### src/rtl/call_stack_pkg.sv
// ---------------------------------------------------------------
// call_stack_pkg : shared types and helpers for call_stack_p
// Revision 1.0
// ---------------------------------------------------------------
`default_nettype none

package call_stack_pkg;

   typedef enum logic {
      OVF_DROP = 1'b0,
      OVF_WRAP = 1'b1
   } ovf_mode_t;

   function automatic int cnt_width(input int depth);
      return $clog2(depth + 1);
   endfunction

endpackage

`default_nettype wire

### src/rtl/call_stack_p.sv
// ---------------------------------------------------------------
// call_stack_p : return-address stack with count, status and
//                sticky error flags, selectable overflow policy
// Revision 1.0
// ---------------------------------------------------------------
`default_nettype none

module call_stack_p
   import call_stack_pkg::*;
#(
   parameter int        WIDTH    = 12,
   parameter int        DEPTH    = 8,
   parameter ovf_mode_t OVF_MODE = OVF_DROP,
   localparam int       CW       = cnt_width(DEPTH),
   localparam int       PW       = $clog2(DEPTH)
) (
   input  logic             clk,
   input  logic             rst,
   input  logic             push,
   input  logic             pop,
   input  logic [WIDTH-1:0] push_data,
   input  logic             clear,
   output logic [WIDTH-1:0] top,
   output logic [CW-1:0]    count,
   output logic             full,
   output logic             empty,
   output logic             ovf,
   output logic             unf
);

   logic [WIDTH-1:0] mem_q [DEPTH];
   logic [PW-1:0]    ptr_q, ptr_d;
   logic [CW-1:0]    count_q, count_d;
   logic             ovf_q, ovf_d;
   logic             unf_q, unf_d;
   logic             we;
   logic [PW-1:0]    waddr;
   logic [PW-1:0]    ptr_inc, ptr_dec;

   // Explicit wrap so non-power-of-two depths stay inside the array.
   assign ptr_inc = (ptr_q == PW'(DEPTH - 1)) ? '0 : ptr_q + 1'b1;
   assign ptr_dec = (ptr_q == '0) ? PW'(DEPTH - 1) : ptr_q - 1'b1;

   assign full  = (count_q == CW'(DEPTH));
   assign empty = (count_q == '0);
   assign count = count_q;
   assign ovf   = ovf_q;
   assign unf   = unf_q;
   assign top   = empty ? '0 : mem_q[ptr_dec];

   always_comb begin
      ptr_d   = ptr_q;
      count_d = count_q;
      ovf_d   = ovf_q;
      unf_d   = unf_q;
      we      = 1'b0;
      waddr   = ptr_q;
      if (clear) begin
         ptr_d   = '0;
         count_d = '0;
         ovf_d   = 1'b0;
         unf_d   = 1'b0;
      end else if (push && pop) begin
         if (empty) begin
            we      = 1'b1;
            ptr_d   = ptr_inc;
            count_d = CW'(1);
            unf_d   = 1'b1;
         end else begin
            we    = 1'b1;
            waddr = ptr_dec;
         end
      end else if (push) begin
         if (!full) begin
            we      = 1'b1;
            ptr_d   = ptr_inc;
            count_d = count_q + 1'b1;
         end else begin
            ovf_d = 1'b1;
            if (OVF_MODE == OVF_WRAP) begin
               we    = 1'b1;
               ptr_d = ptr_inc;
            end
         end
      end else if (pop) begin
         if (empty) begin
            unf_d = 1'b1;
         end else begin
            ptr_d   = ptr_dec;
            count_d = count_q - 1'b1;
         end
      end
   end

   always_ff @(posedge clk or negedge rst) begin
      if (!rst) begin
         ptr_q   <= '0;
         count_q <= '0;
         ovf_q   <= 1'b0;
         unf_q   <= 1'b0;
      end else begin
         ptr_q   <= ptr_d;
         count_q <= count_d;
         ovf_q   <= ovf_d;
         unf_q   <= unf_d;
      end
   end

   // Storage is deliberately left out of reset.
   always_ff @(posedge clk) begin
      if (we) begin
         mem_q[waddr] <= push_data;
      end
   end

endmodule

`default_nettype wire
### config.mk
export PLATFORM = sky130hd
export DESIGN_NAME = call_stack_p
export DESIGN_NICKNAME = d
export VERILOG_FILES = /design/src/rtl/call_stack_pkg.sv /design/src/rtl/call_stack_p.sv
export SDC_FILE = /design/constraint.sdc
export NUM_CORES = 1
export LEC_CHECK = 0
export ABC_AREA = 1
export ABC_CLOCK_PERIOD_IN_PS = 3400
export CORE_MARGIN = 1
export CORE_UTILIZATION = 58
export DETAILED_ROUTE_END_ITERATION = 6
export PLACE_DENSITY = 0.8
export SYNTH_ARGS = -nofsm -noshare
export SYNTH_HDL_FRONTEND = slang
export SYNTH_SLANG_ARGS = --single-unit
### constraint.sdc
create_clock -name clk -period 3.4 [get_ports clk]
set_clock_uncertainty 0.05 [all_clocks]
set_input_delay 0.68 -clock clk [delete_from_list [all_inputs] [get_ports clk]]
set_output_delay 0.68 -clock clk [all_outputs]
set_load 0.05 [all_outputs]
==> out/results.ini <==
[yosys]
yosysSeqAreaShare_pct=67.37
ys_types=25
synthCells=428
syn_area_per_cell_um2=10.78
ys_seq_elements=105
netlist_area_mm2=0.004613
yosysWarnings=0
synth_nets=452

[worst_setup_path]
rr_startpoint=ptr_q[0]
worst-path-max-fanout=12
ff2ff_path_depth=10
path_cells=inv_1 > ha_1 > nor2_1 > nand2_1 > nand2_1 > nand2_1 > inv_1 > nand3_1 > nand2_1 > buf_12
reg2reg_to=mem_q[0][6]
cpPeakStageDelay_ns=0.50
startpoint_type=flop
r2r_slack_ns=0.87
cp_data_arrival_time_ns=2.46
slowest_stage=dfrtp_1
crit_end=top[11]
setup.worst_path.start=ptr_q[0]
worstPathRequired_ns=2.67
worstSetupEndpointType=output port
critPathKind=flop to output port
crit_top_cell=nand2_1

[sta]
tightest_slew_ns=0.5697
max_freq_mhz=313.2
setup-violations-final=0
rsz0062_at_grt=no
tns_ns=0
timing.slew.headroom_pct=61.98
maxSlewViolCount=0
period_share_pct=93.91
min_period_ns=3.193
hold_violations=0

[placed_design]
gp_congestion=0.8550
dp_hpwl_mm=6.559
numPortBuffers=36
dpl.cell_count=565
post_dp_cell_area_mm2=0.005246

[die]
fp.dieH_um=91.19
fp.coreArea_mm2=0.007727
die_w_um=91.19
die_area_mm2=0.008315
rows=32
start_util_pct=59.70
ioPinCount=37

[layout]
final_area_mm2=0.005479
nNetsFinal=498
stdcell_count=581
antennaDiodeCount=0
syn_to_final_growth_pct=18.77
final_core_util_pct=70.90
drive_gt1_share_pct=13.78
final_cell_mix=nand2_1 (153), edfxtp_1 (96), nand3_1 (83)
final_common_cell=nand2_1

[routing]
routed_wirelength_mm=9.926
drtIter0Drc=392
dr.pass1.iters=6
viasPerCell=5.699
vias=3311
route.detailed.drc=0
ant_nets=0
avgRoutedWirePerCell_um=17.08

[global_routing]
grt.overflow.total=0
grt_usage_pct=26.31
antenna_found_initial=0
grt_first_pass_wirelength_mm=16.37
grt_max_degree=32
first_global_vias=3292

[clocking]
cts_tree=built
clkLatencyLatePin_ns=0.36
root_buffer=clkbuf_8
cts_setup_buffers=0
ctsLongestPathBuffers=2
cts.sinks=105
htree_levels=3
clkSlewWorstSetupHoldPaths_ns=0.10
cts_buffers=9

[status]
status=finished, final reports clean

[flow_run]
drv_cap=0

[worst_hold_path]
hold_class=flop to flop
worstHoldStart=ovf

==> worst max-delay path: cells and delay by family (launching register included) <==
family        cells  cell delay, ns
buf+inv           3            0.69
simple gates      6            0.69
flops             1            0.50
fa+ha+maj         1            0.22
==> per-layer routing <==
metal	global-route usage (%)	vias to the layer above	wire, um
met2	42.42	176	4931
met1	35.55	1572	3979
li1	-	1542	-
met5	0	-	0
met3	4.606	21	777
met4	11.11	0	237
==> registers in the layout (all words and copies together) (netlist names) <==
| name | count |
|---|---|
| mem_q | 96 |
| unf | 1 |
| ptr_q | 3 |
| ovf | 1 |
| count | 4 |
==> stage by stage <==
step,setup slack [ns],hold slack (ns)
after global routing,0.01033,0.4896
final,0.2072,0.4602
after detailed placement,0.5742,0.4428
after floorplan,0.8509,0.3344
after CTS,0.1355,0.4691
after global placement,0.6111,0.4298
==> worst min-delay path by stage <==
stage,endpoint,slack (ns),cells after the start
floorplan,count[0],0.33,0
global placement,ovf,0.43,2
detailed placement,ovf,0.44,2
CTS,ovf,0.47,2
global route,ovf,0.49,2
finish,ovf,0.46,2
==> cells by family (layout without fill, tap and decap cells) <==
family	Yosys count	in the layout	share of synthesized area [%]
flip-flops	105	105	67.37
AO/OA/AOI/OAI	8	8	1.112
buffers and inverters	41	92	4.014
XOR/XNOR	2	2	0.3798
AND/OR/NAND/NOR	265	265	25.06
adder cells (fa/ha/maj)	7	7	2.061
==> synth_stat cells <==
cell type	number	area, um^2
dfrtp_1	9	225.2
fa_1	1	20.02
buf_1	1	3.750
ha_1	6	75.07
edfxtp_1	96	2883
inv_2	6	22.52
buf_2	10	50.05
nand2_4	2	22.52
inv_1	17	63.81
nand2_2	8	50.05
nand2_1	153	574.3
o21ai_2	1	8.760
buf_6	1	11.26
nand3_1	83	415.4
buf_4	3	22.52
nor2_4	2	22.52
clkinv_1	1	3.750
o21ai_1	4	20.02
clkbuf_1	2	7.510
a21oi_1	1	5.000
nor2_1	14	52.55
nor2_2	3	18.77
xnor2_1	2	17.52
o211ai_2	1	12.51
o21ai_0	1	5.000
==> cell type report <==
class / count / area [um^2]
inverter: 24 / 90.09
tap: 102 / 127.6
clock inverter: 7 / 100.1
clock buffer: 9 / 123.9
sequential: 105 / 3108
multi-input combinational: 282 / 1325
timing repair buffer: 52 / 604.3
fill: 524 / 2248
==> what timing repair did <==
item / CTS / global route
resized for setup: 0 / 2
endpoints found under the setup margin: 0 / 10
hold buffers: 0 / 0
Power is left out: the tool's default activity adds up to more than one toggle a clock period on the data nets, which glitch-free logic cannot reach.
